`config.mk`:
```
export PLATFORM = sky130hd
export DESIGN_NAME = pipe_hazard_ctrl
export DESIGN_NICKNAME = d
export VERILOG_FILES = /design/src/rtl/pipe_pkg.sv /design/src/rtl/fwd_unit.sv /design/src/rtl/pipe_hazard_ctrl.sv
export SDC_FILE = /design/constraint.sdc
export NUM_CORES = 1
export LEC_CHECK = 0
export BUFFER_PORTS_ARGS = -buffer_cell sky130_fd_sc_hd__clkbuf_2
export CELL_PAD_IN_SITES_DETAIL_PLACEMENT = 1
export CELL_PAD_IN_SITES_GLOBAL_PLACEMENT = 1
export CORE_MARGIN = 2
export CORE_UTILIZATION = 46
export CTS_CLUSTER_SIZE = 24
export DETAILED_ROUTE_END_ITERATION = 8
export HOLD_SLACK_MARGIN = 0.05
export PLACE_DENSITY = 0.87
export SETUP_SLACK_MARGIN = 0.02
export SLEW_MARGIN = 20
export SYNTH_ARGS = -nofsm -noshare
export SYNTH_HDL_FRONTEND = slang
export SYNTH_HIERARCHICAL = 1
export SYNTH_SLANG_ARGS = --single-unit
```
`constraint.sdc`:
```
create_clock -name clk -period 4.6 [get_ports clk]
set_clock_uncertainty 0.15 [all_clocks]
set_input_delay 0.92 -clock clk [delete_from_list [all_inputs] [get_ports clk]]
set_output_delay 0.92 -clock clk [all_outputs]
set_load 0.05 [all_outputs]
```
`src/rtl/pipe_pkg.sv`:
```
// Shared types and constants for the 5-stage pipeline hazard controller.
// Shadow records are sized for the largest supported geometry and zero-extended.
package pipe_pkg;

  localparam int REG_AW_MAX  = 8;
  localparam int NUM_SRC_MAX = 4;

  localparam int ST_IFID  = 1;
  localparam int ST_IDEX  = 2;
  localparam int ST_EXMEM = 3;
  localparam int ST_MEMWB = 4;

  typedef enum logic [1:0] {
    FWD_RF    = 2'b00,
    FWD_EXMEM = 2'b01,
    FWD_MEMWB = 2'b10
  } fwd_sel_e;

  typedef struct packed {
    logic                                   valid;
    logic [REG_AW_MAX-1:0]                  dst;
    logic                                   reg_write;
    logic                                   mem_read;
    logic [NUM_SRC_MAX-1:0][REG_AW_MAX-1:0] src;
    logic [NUM_SRC_MAX-1:0]                 src_used;
  } stage_t;

endpackage

```
`src/rtl/fwd_unit.sv`:
```
// Per-operand EX forwarding select: EX/MEM ALU result beats MEM/WB write data,
// and register 0 is never forwarded.
module fwd_unit
  import pipe_pkg::*;
#(
  parameter int REG_AW = 5
) (
  input  logic [REG_AW-1:0] i_src,
  input  logic              i_src_used,
  input  logic              i_exmem_valid,
  input  logic              i_exmem_reg_write,
  input  logic              i_exmem_mem_read,
  input  logic [REG_AW-1:0] i_exmem_dst,
  input  logic              i_memwb_valid,
  input  logic              i_memwb_reg_write,
  input  logic [REG_AW-1:0] i_memwb_dst,
  output logic [1:0]        o_sel
);

  fwd_sel_e w_sel;

  always_comb begin
    // NOTE: every always_comb output gets a default first so no path can infer a latch.
    w_sel = FWD_RF;
    if (i_src_used && i_exmem_valid && i_exmem_reg_write && !i_exmem_mem_read &&
        (i_exmem_dst != '0) && (i_exmem_dst == i_src)) begin
      w_sel = FWD_EXMEM;
    end else if (i_src_used && i_memwb_valid && i_memwb_reg_write &&
                 (i_memwb_dst != '0) && (i_memwb_dst == i_src)) begin
      w_sel = FWD_MEMWB;
    end
  end

  assign o_sel = w_sel;

endmodule

```
`src/rtl/pipe_hazard_ctrl.sv`:
```
// Pipeline control for the 5-stage core: load-use stalls, branch/jump flushes,
// EX forwarding selects, WB write qualifier and saturating stall/flush counters.
module pipe_hazard_ctrl
  import pipe_pkg::*;
#(
  parameter int REG_AW   = 5,   // up to REG_AW_MAX
  parameter int NUM_SRC  = 2,   // up to NUM_SRC_MAX
  parameter int BR_STAGE = 3,
  parameter int CNT_W    = 16
) (
  input  logic                      clk,
  input  logic                      rst_n,
  input  logic                      id_valid,
  input  logic [NUM_SRC*REG_AW-1:0] id_src,
  input  logic [NUM_SRC-1:0]        id_src_used,
  input  logic [REG_AW-1:0]         id_dst,
  input  logic                      id_reg_write,
  input  logic                      id_mem_read,
  input  logic                      id_jump,
  input  logic                      br_taken,
  output logic                      pc_hold,
  output logic                      ifid_hold,
  output logic [2:0]                flush_mask,
  output logic [NUM_SRC*2-1:0]      fwd_sel,
  output logic                      wb_valid,
  output logic [CNT_W-1:0]          stall_cnt,
  output logic [CNT_W-1:0]          flush_cnt
);

  localparam logic [2:0]       BR_MASK = 3'((1 << BR_STAGE) - 1);
  localparam logic [CNT_W-1:0] CNT_MAX = '1;

  stage_t             r_stage [ST_IDEX:ST_MEMWB];
  stage_t             w_id_stage;
  logic [NUM_SRC-1:0] w_src_hit;
  logic               w_lu;
  logic               w_br;
  logic               w_jump;
  logic [2:0]         w_flush_mask;
  logic [CNT_W-1:0]   r_stall_cnt;
  logic [CNT_W-1:0]   r_flush_cnt;

  always_comb begin
    w_id_stage           = '0;
    w_id_stage.valid     = id_valid;
    w_id_stage.dst       = REG_AW_MAX'(id_dst);
    w_id_stage.reg_write = id_reg_write;
    w_id_stage.mem_read  = id_mem_read;
    w_src_hit            = '0;
    for (int i = 0; i < NUM_SRC; i++) begin
      w_id_stage.src[i]      = REG_AW_MAX'(id_src[i*REG_AW +: REG_AW]);
      w_id_stage.src_used[i] = id_src_used[i];
      w_src_hit[i]           = id_src_used[i] && (w_id_stage.src[i] == r_stage[ST_IDEX].dst);
    end
  end

  assign w_lu = id_valid && r_stage[ST_IDEX].valid && r_stage[ST_IDEX].mem_read &&
                (r_stage[ST_IDEX].dst != '0) && (|w_src_hit);
  assign w_br   = br_taken && r_stage[BR_STAGE].valid;
  assign w_jump = id_jump && id_valid && !w_lu && !w_br;

  // Branch squashes the stalled instruction too, so it overrides the hold.
  always_comb begin
    w_flush_mask = 3'b000;
    if (w_br) begin
      w_flush_mask = BR_MASK;
    end else if (w_lu) begin
      w_flush_mask[ST_IDEX-1] = 1'b1;
    end else if (w_jump) begin
      w_flush_mask[ST_IFID-1] = 1'b1;
    end
  end

  assign flush_mask = w_flush_mask;
  assign pc_hold    = w_lu && !w_br;
  assign ifid_hold  = w_lu && !w_br;
  assign wb_valid   = r_stage[ST_MEMWB].valid && r_stage[ST_MEMWB].reg_write &&
                      (r_stage[ST_MEMWB].dst != '0);
  assign stall_cnt  = r_stall_cnt;
  assign flush_cnt  = r_flush_cnt;

  always_ff @(posedge clk or negedge rst_n) begin
    if (!rst_n) begin
      // NOTE: only the valid bits matter, but clearing whole records keeps X out of the comparators.
      r_stage <= '{default: '0};
    end else begin
      // NOTE: non-blocking so every stage shifts from the pre-edge values.
      r_stage[ST_MEMWB] <= r_stage[ST_EXMEM];
      r_stage[ST_EXMEM] <= r_stage[ST_IDEX];
      r_stage[ST_IDEX]  <= w_id_stage;
      if (w_flush_mask[ST_IDEX-1])  r_stage[ST_IDEX].valid  <= 1'b0;
      if (w_flush_mask[ST_EXMEM-1]) r_stage[ST_EXMEM].valid <= 1'b0;
    end
  end

  always_ff @(posedge clk or negedge rst_n) begin
    if (!rst_n) begin
      r_stall_cnt <= '0;
      r_flush_cnt <= '0;
    end else begin
      if (w_lu && !w_br && (r_stall_cnt != CNT_MAX)) r_stall_cnt <= r_stall_cnt + CNT_W'(1);
      if ((w_br || w_jump) && (r_flush_cnt != CNT_MAX)) r_flush_cnt <= r_flush_cnt + CNT_W'(1);
    end
  end

  for (genvar i = 0; i < NUM_SRC; i++) begin : g_fwd
    fwd_unit #(.REG_AW(REG_AW)) u_fwd (
      .i_src             (r_stage[ST_IDEX].src[i][REG_AW-1:0]),
      .i_src_used        (r_stage[ST_IDEX].src_used[i]),
      .i_exmem_valid     (r_stage[ST_EXMEM].valid),
      .i_exmem_reg_write (r_stage[ST_EXMEM].reg_write),
      .i_exmem_mem_read  (r_stage[ST_EXMEM].mem_read),
      .i_exmem_dst       (r_stage[ST_EXMEM].dst[REG_AW-1:0]),
      .i_memwb_valid     (r_stage[ST_MEMWB].valid),
      .i_memwb_reg_write (r_stage[ST_MEMWB].reg_write),
      .i_memwb_dst       (r_stage[ST_MEMWB].dst[REG_AW-1:0]),
      .o_sel             (fwd_sel[2*i +: 2])
    );
  end

endmodule

```
==> out/results.tsv, run 1 <==
metric	value	unit
initial_core_util	47.7	%
crit_path_start_kind	input port	
drtPass1Iterations	4	
syn_nets	279	
synth_cell_types	35	
synth-xor-area-share	16.8	%
avgSynthCellArea	12.0	um2
drive_gt1_share	31.1	%
crit_buf_inv	4	
slowest_delay	0.28	ns
tightest_slew	0.733	ns
layout.nets	350	
fp.dieH	85.2	um
met3_usage	5.06	%
clk_path_buf_depth	2	
nFillCells	704	
post-dp-hpwl	5670	um
grt_pass1_vias	2447	
synth_top_family_by_area	simple AND/OR/NAND/NOR gates	
synth_adder_area_share	0.826	%
holdWs	0.214	ns
ys_top_cells_by_area	dfrtp_1 55%, xnor2_1 12%, xor2_1 4.6%, nand4_1 3.3%, nand3_1 2.8%	
synth_top_cell_by_area	dfrtp_1	
synthCells	253	
drc	0	
cts_setup_buffers	0	
n_antenna_cell	0	
fin_crit_sh	74.8	%
end_kind	output pin	
drt_wl_total	7710	um
irDropWorstVdd	0.331	mV
area_growth	18.1	%
grt_overflow	0	
port_buffers	65	
synth_mux_area_share	1.45	%
rsz0062_at_grt	false	
grt_util_all_layers	23.2	%
synth-seq-cells	67	
antenna_left	0	
grt.busiest_layer	met2	
hold_class	reg -> reg	
clk_pin_slew	0.06	ns
place_inst	390	
design.core.area	6350	um2
die_w	85.2	um
vias	2212	
grt_pass1_wl	13000	um
dieArea	7250	um2
synth_area	3030	um2
clockRootBuffer	clkbuf_8	
max_slew_margin	51.1	%
yosysSeqAreaShare	55.3	%
hold_violations	0	
slowest_stage	clkbuf_2	
routabilityCongestion	0.859	
synth-simple-area-share	20.1	%
cp.arrival	2.37	ns
yosysWarningCount	6	
setup_violations	0	
cts_sinks	67	
path_common_cell	clkbuf_2	
synth_compound_area_share	3.14	%
max_freq	291	MHz
rows	29	
antenna_found_initial	0	
outcome	completed	
tritoncts	yes	
synth_top_area_share	55.3	%
cts_made_buffers	9	
fin_setup_tns	0	ns
cap_violations	0	
use_met2	38.4	%
routedWlPerCell	19.0	um
critPathMaxFanout	30	
use_met1	29.9	%
clock_latency	0.34	ns
critPathTopFamily	buffers and inverters	
vias_per_cell	5.46	
crit_required	3.53	ns
hold_buffers	0	
fin_crit	3.44	ns
drt_iter0_drc	118	
cts_resized	0	
worstPathCellList	clkbuf_2, xnor2_1, nand4_1, o22ai_2, nand3_2, buf_4, inv_1, clkbuf_2	
critical_path_class	in -> out	
ioPinCount	66	
grt_max_degree	56	
leakagePower	1.69	nW
slew_viol_final	0	
power.density	388	nW/um2
ctsHtreeMaxLevel	3	
fin_cells	405	
[cell usage in the layout, fill, tap and decap left out, types with 2 or more instances in the layout]
cell	synthesis	layout
a2111oi_1	2	2
a2111oi_2	2	2
a21oi_1	2	2
and2_1	2	2
and3_1	13	13
buf_4	2	3
clkbuf_1	0	2
clkbuf_2	0	64
clkbuf_8	0	10
clkinv_2	0	3
dfrtp_1	67	67
ha_1	2	2
inv_1	4	4
mux2_2	3	3
nand2_1	13	13
nand3_1	17	17
nand4_1	16	16
nand4b_1	2	2
nor2_1	13	13
nor3_1	7	7
nor3_2	6	6
nor4_2	3	3
xnor2_1	42	42
xor2_1	16	16
[synth_stat cells (all sizes together)]
cell / number
nor4b: 1
mux2i: 1
nor2: 13
ha: 2
nor3: 13
inv: 4
xor2: 16
or2: 1
xnor2: 42
nor4: 3
o22ai: 1
nor3b: 1
mux2: 3
buf: 8
a22oi: 1
o311a: 1
and2: 2
a2111oi: 4
nand4: 16
nand2: 13
and3: 14
nand3: 18
and4: 2
nand4b: 2
a21oi: 2
o21ai: 1
dfrtp: 67
or3: 1
[power breakdown]
part	leakage, nW	internal [mW]	switching [mW]
Clock	0.0860	0.205	0.214
Combinational	0.761	0.0855	0.188
Sequential	0.840	0.636	0.0599
[layout make-up]
cell class	instances	area (um2)	area share [%]
clock buffer	12	145	4.06
timing repair buffer	68	348	9.73
inverter	4	15.0	0.420
tap	77	96.3	2.69
multi-input combinational	174	1280	35.8
clock inverter	3	15.0	0.420
sequential	67	1680	46.9
[state kept, by name, indices dropped and copies added, names as in the netlist]
name,cells
r_stage,35
flush_cnt,16
stall_cnt,16
[cells by family after synthesis]
group	count (synthesis)
AO/OA/AOI/OAI	10
XOR/XNOR	58
adder cells (fa/ha/maj)	2
buffers and inverters	12
flip-flops	67
multiplexers	4
AND/OR/NAND/NOR	100
[metal layers]
metal  share of wire (%)  routed length [um]
met1                  43                3300
met2                  51                3950
met3                 4.0                 305
met4                 2.0                 153
met5                   0                   0
[through the flow]
stage | setup WS [ns] | total power, mW | utilization [%] | area, um2
after floorplan | 0.870 | 0.888 | - | 3030
after global placement | 1.28 | 0.965 | 53.8 | 3420
after detailed placement | 1.14 | 0.983 | 53.8 | 3420
after CTS | 1.14 | 1.40 | 56.3 | 3580
after global routing | 0.993 | 1.45 | 56.3 | 3580
final | 1.16 | 1.39 | 56.3 | 3580
[worst paths after layout]
kind | from | end | slack, ns | cells past startpoint
max reg2reg | stall_cnt[0] | stall_cnt[1] | 2.08 | 6
max in group asynchronous | rst_n | r_stage[86] | 3.01 | 2
max | id_src[1] | pc_hold | 1.16 | 8
min in group asynchronous | rst_n | flush_cnt[2] | 0.31 | 1
min | r_stage[131] | r_stage[84] | 0.21 | 0
min reg2reg | r_stage[131] | r_stage[84] | 0.21 | 0
(Power assumes the default switching activity.)
==> run 2, diff against run 1 <==
--- a/config.mk
+++ b/config.mk
@@ -9,11 +9,11 @@
 export CELL_PAD_IN_SITES_DETAIL_PLACEMENT = 1
 export CELL_PAD_IN_SITES_GLOBAL_PLACEMENT = 1
 export CORE_MARGIN = 2
-export CORE_UTILIZATION = 46
+export CORE_UTILIZATION = 42
 export CTS_CLUSTER_SIZE = 24
 export DETAILED_ROUTE_END_ITERATION = 8
 export HOLD_SLACK_MARGIN = 0.05
-export PLACE_DENSITY = 0.87
+export PLACE_DENSITY = 0.8
 export SETUP_SLACK_MARGIN = 0.02
 export SLEW_MARGIN = 20
 export SYNTH_ARGS = -nofsm -noshare
==> constraint.sdc (replaced) <==
create_clock -name clk -period 3.35 [get_ports clk]
set_clock_uncertainty 0.15 [all_clocks]
set_input_delay 0.67 -clock clk [delete_from_list [all_inputs] [get_ports clk]]
set_output_delay 0.67 -clock clk [all_outputs]
set_load 0.05 [all_outputs]
==> run 2 against run 1 <==
  * Sequential power grew 36%
  * Flip-flop and latch count unchanged
  * Final cell count rose by 5.4%
  * Sequential share of layout area is 1.3 points lower
==> out/results.tsv, run 2 (same netlist as run 1, synthesis figures left out) <==
metric	value	unit	change
top_register	r_stage		
fin_setup_tns	0	ns	unchanged
area_growth	21.4	%	
pre_cts_ws	0.573	ns	-0.566 ns
clockRootBuffer	clkbuf_8		
cap_violations	0		unchanged
layout.nets	352		+0.57%
tightest_slew	0.590	ns	-0.143 ns
drtPass1Iterations	4		unchanged
fin_crit	2.90	ns	
power.density	555	nW/um2	+43%
design.core.area	6870	um2	+8.2%
slowest_stage	a2111oi_2		
die_w	88.9	um	+4.4%
critPathMaxFanout	5		-83%
leakagePower	1.71	nW	+1.6%
mostFrequentLayoutCells	67 x dfrtp_1, 64 x clkbuf_2, 42 x xnor2_1, 17 x nand3_1		
rows	30		+3.4%
clk_path_buf_depth	2		unchanged
tritoncts	yes		
fp.dieH	88.9	um	+4.4%
ioPinCount	66		unchanged
port_buffers	65		unchanged
nFillCells	765		+8.7%
slew_viol_final	0		unchanged
cp.arrival	2.08	ns	-0.29 ns
rsz0062_at_grt	false		
hold_violations	0		unchanged
grt_pass1_vias	2240		-8.5%
final_common_cell	dfrtp_1		
routabilityCongestion	0.773		-10%
drive_gt1_share	32.6	%	+1.5 points
clk_pin_slew	0.07	ns	about the same
initial_core_util	44.1	%	-3.6 points
antenna_found_initial	0		unchanged
dieArea	7910	um2	+9.1%
worstPathCellList	xnor2_1, nand4_1, a2111oi_2, clkbuf_2		
drt_wl_total	6910	um	-10%
max_slew_margin	60.7	%	+9.6 points
setup_violations	0		unchanged
vias_per_cell	5.14		-5.9%
crit_required	2.53	ns	-1.00 ns
grt_pass1_wl	11600	um	-11%
grt_overflow	0		unchanged
grt_util_all_layers	19.5	%	-3.7 points
cts_sinks	67		unchanged
grt_max_degree	30		-46%
outcome	completed		
routedWlPerCell	16.2	um	-15%
max_freq	345	MHz	
clock_latency	0.34	ns	about the same
hold_buffers	0		unchanged
irDropWorstVdd	0.381	mV	+15%
antenna_left	0		unchanged
end_kind	output pin		
largest_register_ffs	35		unchanged
cts_setup_buffers	0		unchanged
crit_path_start_kind	flop		
ctsHtreeMaxLevel	3		unchanged
cts_made_buffers	9		unchanged
post-dp-hpwl	5240	um	-7.6%
fin_crit_sh	86.5	%	
vias	2194		-0.81%
cts_resized	0		unchanged
worst_slack	0.452	ns	-0.706 ns
slowest_delay	0.52	ns	+0.24 ns
drt_iter0_drc	75		-36%
drc	0		unchanged
critical_path_class	reg -> out		
n_antenna_cell	0		unchanged
hold_class	in -> async		
-- run 2: per-stage QoR --
stage | cell area, um2 | util [%] | hold slack (ns) | total power, mW | std cells
after global routing | 3680 | 53.6 | 0.208 | 2.12 | 427
after CTS | 3680 | 53.6 | 0.179 | 2.06 | 427
after floorplan | 3040 | - | 0.181 | 1.22 | 253
after detailed placement | 3460 | 50.4 | 0.208 | 1.34 | 411
after global placement | 3460 | 50.4 | 0.186 | 1.33 | 411
final | 3680 | 53.6 | 0.181 | 2.04 | 427
-- run 2: area by class of cell --
class	count	area, um2	area share, %
clock buffer	13	169	4.59
clock inverter	3	45.0	1.22
inverter	4	15.0	0.408
timing repair buffer	70	363	9.86
tap	96	120	3.27
sequential	67	1680	45.6
multi-input combinational	174	1290	35.1
-- run 2: routing by layer --
metal | up-vias | part of all wire [%] | global-route usage (%)
li1 | 1026 | - | -
met1 | 1104 | 47 | 27.2
met2 | 51 | 48 | 29.9
met3 | 13 | 3.5 | 3.69
met4 | 0 | 1.9 | 8.54
met5 | - | 0 | 0
-- run 2: final timing paths --
kind	depth (start not counted)	slack, ns	start	to
worst max-delay path	4	0.45	r_stage[88]	fwd_sel[2]
worst min-delay path	1	0.18	rst_n	r_stage[133]
worst max register to register	7	1.03	stall_cnt[0]	stall_cnt[7]
worst min register to register	0	0.23	r_stage[131]	r_stage[84]
max in group asynchronous	2	2.13	rst_n	flush_cnt[5]
min in group clk	0	0.23	r_stage[131]	r_stage[84]
-- run 2: report_power, final --
group	internal, mW	total (mW)	switching, mW	leakage, nW
sequential	0.872	0.948	0.0760	0.840
combinational	0.118	0.376	0.258	0.772
clock	0.406	0.716	0.310	0.102
total	1.40	2.04	0.644	1.71
-- run 2: critical path: cells and delay by family (launching register included) --
kind / cells / cell delay (ns)
compound gates: 1 / 0.52
simple gates: 1 / 0.13
buf+inv: 1 / 0.37
xor+xnor: 1 / 0.26
flops: 1 / 0.47
